<file path="src/rtl/arm_ctrl_pkg.sv">
// Shared encodings for the multicycle ARM-subset control unit: FSM states,
// instruction classes, opcode constants, ALU operation codes and the
// datapath strobe bundle.
package arm_ctrl_pkg;

  localparam int unsigned OPC_W   = 11;
  localparam int unsigned STATE_W = 3;
  localparam int unsigned ALUOP_W = 2;

  // FSM states; the numeric encoding is visible on the state port
  typedef enum logic [STATE_W-1:0] {
    S_FETCH  = 3'd0,
    S_DECODE = 3'd1,
    S_EXEC   = 3'd2,
    S_MEM    = 3'd3,
    S_WB     = 3'd4,
    S_HALT   = 3'd5
  } state_e;

  // Instruction classes produced by the decoder
  typedef enum logic [2:0] {
    CLS_R       = 3'd0,
    CLS_LDUR    = 3'd1,
    CLS_STUR    = 3'd2,
    CLS_CBZ     = 3'd3,
    CLS_B       = 3'd4,
    CLS_ILLEGAL = 3'd5
  } cls_e;

  // Full 11-bit opcodes
  localparam logic [OPC_W-1:0] OPC_ADD  = 11'h458;
  localparam logic [OPC_W-1:0] OPC_SUB  = 11'h658;
  localparam logic [OPC_W-1:0] OPC_AND  = 11'h450;
  localparam logic [OPC_W-1:0] OPC_ORR  = 11'h550;
  localparam logic [OPC_W-1:0] OPC_LDUR = 11'h7C2;
  localparam logic [OPC_W-1:0] OPC_STUR = 11'h7C0;

  // Prefix-matched opcodes: CBZ on opcode[10:3], B on opcode[10:5]
  localparam logic [7:0] OPC_CBZ_HI = 8'hB4;
  localparam logic [5:0] OPC_B_HI   = 6'h05;

  // ALU operation selects
  localparam logic [ALUOP_W-1:0] ALUOP_ADD   = 2'b00;
  localparam logic [ALUOP_W-1:0] ALUOP_PASS  = 2'b01;
  localparam logic [ALUOP_W-1:0] ALUOP_FUNCT = 2'b10;

  // Datapath strobes and selects driven by the controller
  typedef struct packed {
    logic               pc_write;
    logic               ir_write;
    logic               imem_read;
    logic               reg_to_loc;
    logic               alu_src;
    logic               mem_read;
    logic               mem_write;
    logic               mem_to_reg;
    logic               reg_write;
    logic               pc_src;
    logic [ALUOP_W-1:0] alu_op;
  } ctrl_t;

endpackage

</file>
<file path="src/rtl/ctrl_decode.sv">
// Combinational opcode-to-class decoder for the multicycle controller.
module ctrl_decode
  import arm_ctrl_pkg::*;
(
  input  logic [OPC_W-1:0] i_opcode,
  output cls_e             o_cls
);

  // Exact opcodes first, then the prefix-matched branch forms
  always_comb begin
    o_cls = CLS_ILLEGAL;
    if ((i_opcode == OPC_ADD) || (i_opcode == OPC_SUB) ||
        (i_opcode == OPC_AND) || (i_opcode == OPC_ORR)) begin
      o_cls = CLS_R;
    end else if (i_opcode == OPC_LDUR) begin
      o_cls = CLS_LDUR;
    end else if (i_opcode == OPC_STUR) begin
      o_cls = CLS_STUR;
    end else if (i_opcode[10:3] == OPC_CBZ_HI) begin
      o_cls = CLS_CBZ;
    end else if (i_opcode[10:5] == OPC_B_HI) begin
      o_cls = CLS_B;
    end
  end

endmodule

</file>
<file path="src/rtl/multicycle_control.sv">
// Multicycle control FSM for an ARM-subset datapath. Sequences
// FETCH/DECODE/EXEC/MEM/WB with memory handshakes, halts on request at an
// instruction boundary or on an illegal opcode, and keeps cycle and
// retired-instruction counters. Strobes are combinational from the state,
// the latched instruction class and the handshake inputs.
module multicycle_control
  import arm_ctrl_pkg::*;
#(
  parameter int unsigned PERF_W = 32
) (
  input  logic                clk,
  input  logic                reset,
  input  logic [OPC_W-1:0]    opcode,
  input  logic                zero,
  input  logic                imem_ready,
  input  logic                dmem_ready,
  input  logic                halt_req,
  output logic                pc_write,
  output logic                ir_write,
  output logic                imem_read,
  output logic                reg_to_loc,
  output logic                alu_src,
  output logic                mem_read,
  output logic                mem_write,
  output logic                mem_to_reg,
  output logic                reg_write,
  output logic                pc_src,
  output logic [ALUOP_W-1:0]  alu_op,
  output logic [STATE_W-1:0]  state,
  output logic                halted,
  output logic                illegal,
  output logic [PERF_W-1:0]   cycle_count,
  output logic [PERF_W-1:0]   instr_count
);

  state_e              r_state;
  cls_e                r_cls;
  logic                r_illegal;
  logic [PERF_W-1:0]   r_cycle;
  logic [PERF_W-1:0]   r_instr;

  state_e              w_next;
  cls_e                w_dec_cls;
  ctrl_t               w_ctrl;
  logic                w_retire;
  logic                w_set_illegal;

  ctrl_decode u_decode (
    .i_opcode (opcode),
    .o_cls    (w_dec_cls)
  );

  // Next state, retire pulse and datapath strobes for the current cycle
  always_comb begin
    w_ctrl        = '0;
    w_next        = r_state;
    w_retire      = 1'b0;
    w_set_illegal = 1'b0;

    case (r_state)
      S_FETCH: begin
        if (halt_req) begin
          w_next = S_HALT;
        end else begin
          w_ctrl.imem_read = 1'b1;
          if (imem_ready) begin
            w_ctrl.ir_write = 1'b1;
            w_ctrl.pc_write = 1'b1;
            w_ctrl.pc_src   = 1'b0;
            w_next          = S_DECODE;
          end
        end
      end

      // The class is only latched at the end of DECODE, so use the live decode
      S_DECODE: begin
        case (w_dec_cls)
          CLS_B: begin
            w_ctrl.pc_write = 1'b1;
            w_ctrl.pc_src   = 1'b1;
            w_retire        = 1'b1;
            w_next          = S_FETCH;
          end
          CLS_ILLEGAL: begin
            w_set_illegal = 1'b1;
            w_next        = S_HALT;
          end
          default: begin
            w_next = S_EXEC;
          end
        endcase
      end

      S_EXEC: begin
        case (r_cls)
          CLS_R: begin
            w_ctrl.alu_op  = ALUOP_FUNCT;
            w_ctrl.alu_src = 1'b0;
            w_next         = S_WB;
          end
          CLS_LDUR, CLS_STUR: begin
            w_ctrl.alu_op  = ALUOP_ADD;
            w_ctrl.alu_src = 1'b1;
            w_next         = S_MEM;
          end
          CLS_CBZ: begin
            w_ctrl.alu_op     = ALUOP_PASS;
            w_ctrl.reg_to_loc = 1'b1;
            w_ctrl.pc_src     = 1'b1;
            w_ctrl.pc_write   = zero;
            w_retire          = 1'b1;
            w_next            = S_FETCH;
          end
          default: begin
            w_next = S_FETCH;
          end
        endcase
      end

      // Address stays on the ALU (add, immediate) for the whole access
      S_MEM: begin
        case (r_cls)
          CLS_LDUR: begin
            w_ctrl.alu_src  = 1'b1;
            w_ctrl.alu_op   = ALUOP_ADD;
            w_ctrl.mem_read = 1'b1;
            if (dmem_ready) begin
              w_next = S_WB;
            end
          end
          CLS_STUR: begin
            w_ctrl.alu_src    = 1'b1;
            w_ctrl.alu_op     = ALUOP_ADD;
            w_ctrl.mem_write  = 1'b1;
            w_ctrl.reg_to_loc = 1'b1;
            if (dmem_ready) begin
              w_retire = 1'b1;
              w_next   = S_FETCH;
            end
          end
          default: begin
            w_next = S_FETCH;
          end
        endcase
      end

      S_WB: begin
        w_ctrl.reg_write  = 1'b1;
        w_ctrl.mem_to_reg = (r_cls == CLS_LDUR);
        w_retire          = 1'b1;
        w_next            = S_FETCH;
      end

      S_HALT: begin
        w_next = S_HALT;
      end

      default: begin
        w_next = S_FETCH;
      end
    endcase

    // Nothing may strobe the datapath while reset is held
    if (reset) begin
      w_ctrl = '0;
    end
  end

  // State, latched class, sticky illegal flag and performance counters
  always_ff @(posedge clk) begin
    if (reset) begin
      r_state   <= S_FETCH;
      r_cls     <= CLS_ILLEGAL;
      r_illegal <= 1'b0;
      r_cycle   <= '0;
      r_instr   <= '0;
    end else begin
      r_state <= w_next;
      if (r_state == S_DECODE) begin
        r_cls <= w_dec_cls;
      end
      if (w_set_illegal) begin
        r_illegal <= 1'b1;
      end
      if (r_state != S_HALT) begin
        r_cycle <= r_cycle + PERF_W'(1);
      end
      if (w_retire) begin
        r_instr <= r_instr + PERF_W'(1);
      end
    end
  end

  assign pc_write    = w_ctrl.pc_write;
  assign ir_write    = w_ctrl.ir_write;
  assign imem_read   = w_ctrl.imem_read;
  assign reg_to_loc  = w_ctrl.reg_to_loc;
  assign alu_src     = w_ctrl.alu_src;
  assign mem_read    = w_ctrl.mem_read;
  assign mem_write   = w_ctrl.mem_write;
  assign mem_to_reg  = w_ctrl.mem_to_reg;
  assign reg_write   = w_ctrl.reg_write;
  assign pc_src      = w_ctrl.pc_src;
  assign alu_op      = w_ctrl.alu_op;
  assign state       = r_state;
  assign halted      = (r_state == S_HALT);
  assign illegal     = r_illegal;
  assign cycle_count = r_cycle;
  assign instr_count = r_instr;

endmodule

</file>
<file path="config.mk">
export PLATFORM = sky130hd
export DESIGN_NAME = multicycle_control
export DESIGN_NICKNAME = d
export VERILOG_FILES = /design/src/rtl/arm_ctrl_pkg.sv /design/src/rtl/ctrl_decode.sv /design/src/rtl/multicycle_control.sv
export SDC_FILE = /design/constraint.sdc
export NUM_CORES = 1
export LEC_CHECK = 0
export CAP_MARGIN = 10
export CORE_AREA = 3 3 98 100
export CTS_CLUSTER_SIZE = 10
export DETAILED_ROUTE_END_ITERATION = 7
export DIE_AREA = 0 0 101 103
export PLACE_DENSITY = 0.67
export SLEW_MARGIN = 20
export SYNTH_ARGS = -nofsm -noshare
export SYNTH_HDL_FRONTEND = slang
export SYNTH_SLANG_ARGS = --single-unit
</file>
<file path="constraint.sdc">
create_clock -name clk -period 3.8 [get_ports clk]
set_clock_uncertainty 0.1 [all_clocks]
set_input_delay 0.38 -clock clk [delete_from_list [all_inputs] [get_ports clk]]
set_output_delay 0.38 -clock clk [all_outputs]
set_load 0.02 [all_outputs]
</file>
==> results of run 1 <==
sequential cells by signal, indices dropped and copies added, names as in the netlist:
name / cells
cycle_count: 32
illegal: 1
instr_count: 32
r_cls: 3
state: 3
placed cells by master (no fill, tap or decap), types with 4 or more instances in the layout:
master / instances
nor2_1: 46
buf_4: 6
a21oi_1: 43
clkbuf_8: 10
and3_1: 9
nor3_1: 6
xnor2_1: 10
xor2_1: 19
nand2_1: 31
nand3_1: 23
or3_1: 22
o31ai_1: 15
inv_1: 12
clkdlybuf4s50_1: 96
dfxtp_1: 71
and4_1: 4
nand4_1: 10
or4_1: 15
o21ai_0: 22
nand2b_1: 7
area by class of cell:
| cell class | count | area, sq um |
|---|---|---|
| clock buffers | 11 | 141.4 |
| clock inverters | 5 | 103.9 |
| fillers | 819 | 3916 |
| inverters | 12 | 45.04 |
| multi-input cells | 327 | 1989 |
| flip-flops and latches | 71 | 1421 |
| well taps | 108 | 135.1 |
| repair buffers | 103 | 1011 |
layer usage:
| layer | vias up | track usage | share of wire |
|---|---|---|---|
| met3 | 11 | 0.04060 | 0.062 |
| met5 | - | 0 | 0 |
| li1 | 1753 | - | - |
| met2 | 95 | 0.3033 | 0.47 |
| met4 | 0 | 0.04499 | 0.0093 |
| met1 | 1676 | 0.2265 | 0.46 |
per-stage QoR:
step,hold WS [ns],utilization,setup slack (ns)
finish,0.3809,0.5531,0.2740
global route,0.3941,0.5531,0.09304
CTS,0.3811,0.5531,0.2431
detailed placement,0.3640,0.5251,0.5198
global placement,0.3697,0.5251,0.5662
floorplan,0.3738,-,0.7120
worst min-delay path: stages (launching register included):
cell and delay, ns:
dfxtp_1 0.33, nor2_1 0.05, nor2_1 0.07
worst max-delay path by stage:
stage / startpoint / to / slack, ns
2_1_floorplan: state[2]$_SDFFE_PP0P_ / pc_write / 0.71
3_3_place_gp: opcode[7] / pc_write / 0.57
3_5_place_dp: opcode[7] / pc_write / 0.52
4_1_cts: state[0]$_SDFFE_PP0P_ / pc_write / 0.24
5_1_grt: state[0]$_SDFFE_PP0P_ / pc_write / 0.09
6_report: state[0]$_SDFFE_PP0P_ / pc_write / 0.27
power by group:
group | switching, mW | internal (mW)
Sequential | 0.0381 | 0.766
Clock | 0.283 | 0.456
Combinational | 0.125 | 0.111
kinds of logic (layout without fill, tap and decap cells):
group	count (synthesis)	in the layout
AO/OA/AOI/OAI	95	95
XOR/XNOR	29	29
adder cells (fa/ha/maj)	2	2
buffers and inverters	35	131
flip-flops	71	71
multiplexers	2	2
AND/OR/NAND/NOR	199	199
==> summary.md, run 1 <==
| Metric | Value |
|---|---|
| Final Instance Count excl. Fillers | 637 |
| Grt total ovfl | 0 |
| Die W | 101 um |
| Setup TNS | 0 ns |
| Top-count cell post-synth | dfxtp_1 |
| Die area | 0.01040 sq mm |
| Fin crit share | 0.9279 |
| MaxCap Viol Count | 0 |
| Initial DRC count | 89 |
| Vias per cell | 5.549 |
| Hold EP | illegal$_SDFFE_PP0P_ |
| Post-synthesis simple-gate area fraction | 0.3163 |
| Total wire length | 9.228 mm |
| Antenna viol nets, final | 0 |
| Final Max Slew Viols | 0 |
| Register area share after synthesis | 0.4024 |
| Clock slew at reported path FFs | 0.07 ns |
| Slew HR | 0.6266 |
| Pwr per Cell Area | 367.1 mW/mm^2 |
| Final hold viol count | 0 |
| I/O pin count | 98 |
| Post-synth top area share | 0.4024 |
| Drt drc | 0 |
| Buf/Inv on CP | 1 |
| Hold Path Origin | illegal$_SDFFE_PP0P_ |
| Peak Freq | 0.2836 GHz |
| Synth Area in Adders | 0.007085 |
| First-pass GRT wire length | 15.24 mm |
| Starting Density | 0.4031 |
| Run status | finished clean |
| PortBufs | 97 |
| TritonCTS Buffers | 9 |
| Worst Tran Pin Value | 0.5601 ns |
| Largest family of logic cells by synthesized area | simple AND/OR/NAND/NOR gates |
| Post-synth ARST share | 0 |
| Core area | 0.008763 sq mm |
| Cts repair resizes | 0 |
| Syn Inst Count | 433 |
| CTS Hold Bufs | 0 |
| Max stage delay on crit path | 0.69 ns |
| CTS root buf | clkbuf_8 |
| Clock sinks | 71 |
| Post-CTS Repair Setup Buffers | 0 |
| Worst-case clock buffer depth | 2 |
| Area after DPL | 0.004602 sq mm |
| CP cell instances | or3b_4 > a31o_2 > o21ba_4 > a222oi_1 > a2111oi_0 > clkdlybuf4s50_1 |
| Final instance area | 0.004847 sq mm |
| Dpl hpwl | 6.599 mm |
| Worst hold path class | flip-flop to flip-flop |
| Placed instance count | 621 |
| Largest net degree at the start of global routing | 31 |
| Main synth FF type | dfxtp_1 |
| Row cnt | 34 |
| Routability cong. | 0.8302 |
| Hold Path Cell Cnt | 2 |
| Worst reg2reg startpoint | state[0]$_SDFFE_PP0P_ |
| Reg2reg end | instr_count[27]$_SDFFE_PP0P_ |
| Worst-Skew Late Latency | 0.33 ns |
| Slowest cell on the critical path | clkdlybuf4s50_1 |
| Synthesized cell area | 0.003532 sq mm |
| WS Path Type | flip-flop to output pin |
| Final setup fails | 0 |
| EDFF count, synth | 0 |
| Crit. End Element | output pin |
| CTS tree | yes |
| Compound-cell area share of the yosys netlist | 0.1583 |
| Crit path max fanout | 13 |
| Power Total | 1.779 mW |
| Mean post-synth cell area | 8.157 sq um |
| Largest cells by area after synthesis | dfxtp_1 (40%), a21oi_1 (6.1%), nor2_1 (4.9%) |
| Layout cells sized above 1 | 0.06616 |
| Synth Warn # | 0 |
| Synth unique cells | 51 |
| # H-tree levels | 3 |
| Wirelength per Cell | 14.49 um |
| # diodes | 0 |
| Cell family with most CP delay | compound AO/OA/AOI/OAI gates |
| Register bit count reported by yosys | 71 |
| Gr usage total | 0.1772 |
| Synth cell count leaders | dfxtp_1 (71), nor2_1 (46), a21oi_1 (43) |
| Synth area leader | dfxtp_1 |
| Critical Path AT | 3.05 ns |
| Die Y | 103 um |
| Critical Path Start Type | flip-flop |
| Critical path depth in cells | 6 |
| Synth Net Count | 452 |
| Vias in the first global route | 3288 |
| TritonRoute pass-1 iters | 4 |
| Synthesis-to-layout area growth | 37.23% |
| Detailed-route via count | 3535 |
| Nets | 543 |
| Post-synthesis xor/xnor area fraction | 0.07191 |
| Mux contribution to synthesized area | 0.005668 |
| Peak supply drop | 0.2032 mV |
| Flop2flop setup slack | 1.10 ns |
| Initial antenna violation count | 0 |
| Lkg Pwr | 1.593 nW |
| Required @ worst endpoint | 3.32 ns |
| Post-layout min period | 3.526 ns |
| RSZ-0062 raised after global routing | false |
| Reg2Reg Depth | 7 |
No activity file was read; power rests on OpenSTA's default activity.
==> run 2: changes to the inputs <==
Settings changed: CORE_AREA 3 3 98 100 to 3 3 102 104, DIE_AREA 0 0 101 103 to 0 0 105 107, PLACE_DENSITY 0.67 to 0.66, SYNTH_HIERARCHICAL set to 1.
==> run 2 against run 1 <==
Effect of this change:
- combinational power shrank 24%
- highest routed layer unchanged
- power fell by 10%
- first-iteration DRC count is 15% higher
- largest cell class unchanged
- flip-flop and latch count did not move
- synthesized cell count is 3.5% higher
- final area rose by 5.4%
- routed wire length increased by 11%
- critical path type is now input pin to output pin
==> summary.md, run 2 <==
| Metric | Value |
|---|---|
| Pwr per Cell Area | 311.8 mW/mm^2 |
| CTS root buf | clkbuf_8 |
| Final setup fails | 0 |
| PortBufs | 97 |
| Post-synth ARST share | 0 |
| Synth cell count leaders | dfxtp_1 (71), nor2_1 (70), nand2_1 (30) |
| Starting Density | 0.3982 |
| # H-tree levels | 3 |
| # diodes | 0 |
| Die area | 0.01124 sq mm |
| Synth Net Count | 467 |
| Synth Warn # | 6 |
| Register bit count reported by yosys | 71 |
| Post-CTS Repair Setup Buffers | 0 |
| Dpl hpwl | 7.355 mm |
| Seq pwr share | 0.493 |
| Lkg Pwr | 1.645 nW |
| Worst Tran Pin Value | 0.6604 ns |
| Mean post-synth cell area | 8.568 sq um |
| Cell family with most CP delay | simple AND/OR/NAND/NOR gates |
| Die Y | 107 um |
| Slowest cell on the critical path | or4b_4 |
| CTS Hold Bufs | 0 |
| Total wire length | 10.22 mm |
| Int Pwr | 1.157 mW |
| TritonCTS Buffers | 9 |
| Clock power share | 0.395 |
| Gr usage total | 0.1843 |
| Initial antenna violation count | 0 |
| Net switching power | 0.4356 mW |
| Vias per cell | 5.423 |
| MaxCap Viol Count | 0 |
| I/O pin count | 98 |
| Detailed-route via count | 3666 |
| Post-layout min period | 3.580 ns |
| Initial DRC count | 102 |
| Nets | 557 |
| Vias in the first global route | 3556 |
| Worst-case clock buffer depth | 2 |
| Net Sw Frac | 0.2734 |
| Synthesis-to-layout area growth | 33.12% |
| Drt drc | 0 |
| CP cell instances | clkdlybuf4s50_1 > or4b_4 > a2111oi_4 > a211oi_1 > or3b_2 > o211ai_1 > and3_1 > dlygate4sd2_1 |
| Area after DPL | 0.004906 sq mm |
| Final Max Slew Viols | 0 |
| Worst hold path class | input pin to flip-flop |
| Grt total ovfl | 0 |
| Row cnt | 36 |
| Most frequent cells in the layout | clkdlybuf4s50_1 (94), dfxtp_1 (71), nor2_1 (70), nand2_1 (30), xor2_1 (27) |
| WS Path Type | input pin to output pin |
| Core area | 0.009639 sq mm |
| Synth area leader | dfxtp_1 |
| Final instance area | 0.005110 sq mm |
| Crit path max fanout | 3 |
| Largest net degree at the start of global routing | 56 |
| EDFF count, synth | 0 |
| Syn Inst Count | 448 |
| Crit. End Element | output pin |
| Post-synth top area share | 0.3703 |
| Routability cong. | 0.8130 |
| Wirelength per Cell | 15.12 um |
| Antenna viol nets, final | 0 |
| TritonRoute pass-1 iters | 4 |
| Clock slew at reported path FFs | 0.09 ns |
| Critical Path AT | 3.10 ns |
| Worst-Skew Late Latency | 0.35 ns |
| Largest cells by area after synthesis | dfxtp_1 (37%), nor2_1 (6.8%), xor2_1 (6.2%) |
| Max stage delay on crit path | 0.57 ns |
| Synth unique cells | 53 |
| Peak supply drop | 0.1626 mV |
| Die W | 105 um |
| RSZ-0062 raised after global routing | false |
| Register area share after synthesis | 0.3703 |
| Final hold viol count | 0 |
| Required @ worst endpoint | 3.32 ns |
| Util after Layout | 0.5301 |
| Run status | finished clean |
| CTS tree | yes |
| Top-count cell post-synth | dfxtp_1 |
| Peak Freq | 0.2793 GHz |
| Main synth FF type | dfxtp_1 |
| First-pass GRT wire length | 17.30 mm |
| Clock sinks | 71 |
| Layout cells sized above 1 | 0.07735 |
| Fin crit share | 0.9421 |
| Most common cell after layout, fill and taps aside | clkdlybuf4s50_1 |
| Logic pwr share | 0.112 |
| Buf/Inv on CP | 2 |
| Slew HR | 0.5563 |
| Synthesized cell area | 0.003839 sq mm |
| Critical Path Start Type | input pin |
==> run 2: changes by cell type after synthesis, sizes merged, moves of 7 or more <==
| cell | change |
|---|---|
| or3 | -14 |
| or4 | -15 |
| nor2 | +24 |
| a21oi | -27 |
| nand4 | +10 |
| o21ai | -11 |
| and4 | +7 |
| xnor2 | +16 |
| xor2 | +8 |
| a2111oi | +10 |
| o31ai | -15 |
| o2111ai | +8 |
==> run 2: through the flow <==
stage / cells / worst slack, ns / power, mW / hold slack [ns] / setup TNS, ns
3_5_place_dp: 660 / -0.04741 / 0.9824 / 0.3632 / -0.06305
5_1_grt: 676 / 0.1055 / 1.666 / 0.3402 / 0
2_1_floorplan: 448 / 0.7606 / 0.9106 / 0.3824 / 0
4_1_cts: 676 / 0.2241 / 1.612 / 0.3187 / 0
3_3_place_gp: 660 / 0.004556 / 0.9795 / 0.3561 / 0
6_report: 676 / 0.2199 / 1.593 / 0.3301 / 0
==> run 2: timing repair <==
| action | 4_1_cts | 5_1_grt |
|---|---|---|
| hold endpoints to repair | 0 | 0 |
| setup endpoints to repair | 2 | 0 |
| resized for setup | 2 | 0 |
==> run 2: final timing paths <==
kind / startpoint / end / slack, ns / cells past startpoint
worst max-delay path: opcode[2] / pc_write / 0.22 / 8
worst min-delay path: reset / cycle_count[20]$_SDFFE_PP0N_ / 0.33 / 2
worst max register to register: state[0]$_SDFFE_PP0P_ / instr_count[31]$_SDFFE_PP0P_ / 1.01 / 5
worst min register to register: illegal$_SDFFE_PP0P_ / illegal$_SDFFE_PP0P_ / 0.37 / 2
==> run 2: logic make-up after synthesis <==
logic type               share of synthesized area
AO/OA/AOI/OAI                               0.1600
flip-flops                                  0.3703
AND/OR/NAND/NOR                             0.2989
adder cells (fa/ha/maj)                   0.006518
multiplexers                              0.002933
XOR/XNOR                                    0.1209
buffers and inverters                      0.04041
==> run 2: cell type report <==
type / instances / area, sq um
Fill cell: 967 / 4529
Multi-Input combinational cell: 341 / 2262
Clock buffer: 10 / 137.6
Inverter: 12 / 45.04
Timing Repair Buffer: 103 / 1008
Sequential cell: 71 / 1421
Clock inverter: 6 / 68.82
Tap cell: 133 / 166.4
==> run 2: worst register-to-register path: stages, from the launching register on <==
cell and delay [ns]:
dfxtp_1 0.55, nor2b_1 0.42, a32o_1 0.63, o2111ai_1 0.37
o311ai_0 0.46, o41ai_1 0.13
==> run 2: layer usage <==
layer / track usage / routed length, um / up-vias
met5: 0 / 0 / -
met4: 0.06279 / 80 / 0
met3: 0.04636 / 602 / 8
met2: 0.2947 / 4803 / 107
met1: 0.2426 / 4731 / 1748
li1: - / - / 1803
==> run 2: power by group through the flow <==
stage                     clock [mW]  combinational (mW)  sequential, mW
final                          0.629               0.179           0.785
after global routing           0.680               0.196           0.790
after CTS                      0.646               0.180           0.786
after detailed placement           0               0.179           0.803
after global placement             0               0.176           0.803
after floorplan                    0               0.107           0.804
==> run 3: changes to the inputs <==
Settings changed: CORE_AREA 3 3 102 104 to 3 3 98 100, DIE_AREA 0 0 105 107 to 0 0 101 103, PLACE_DENSITY 0.66 to 0.67, SYNTH_HIERARCHICAL 1 to not set.
==> results of run 3 <==
Final layout, timing and power as in run 1 (identical DEF).
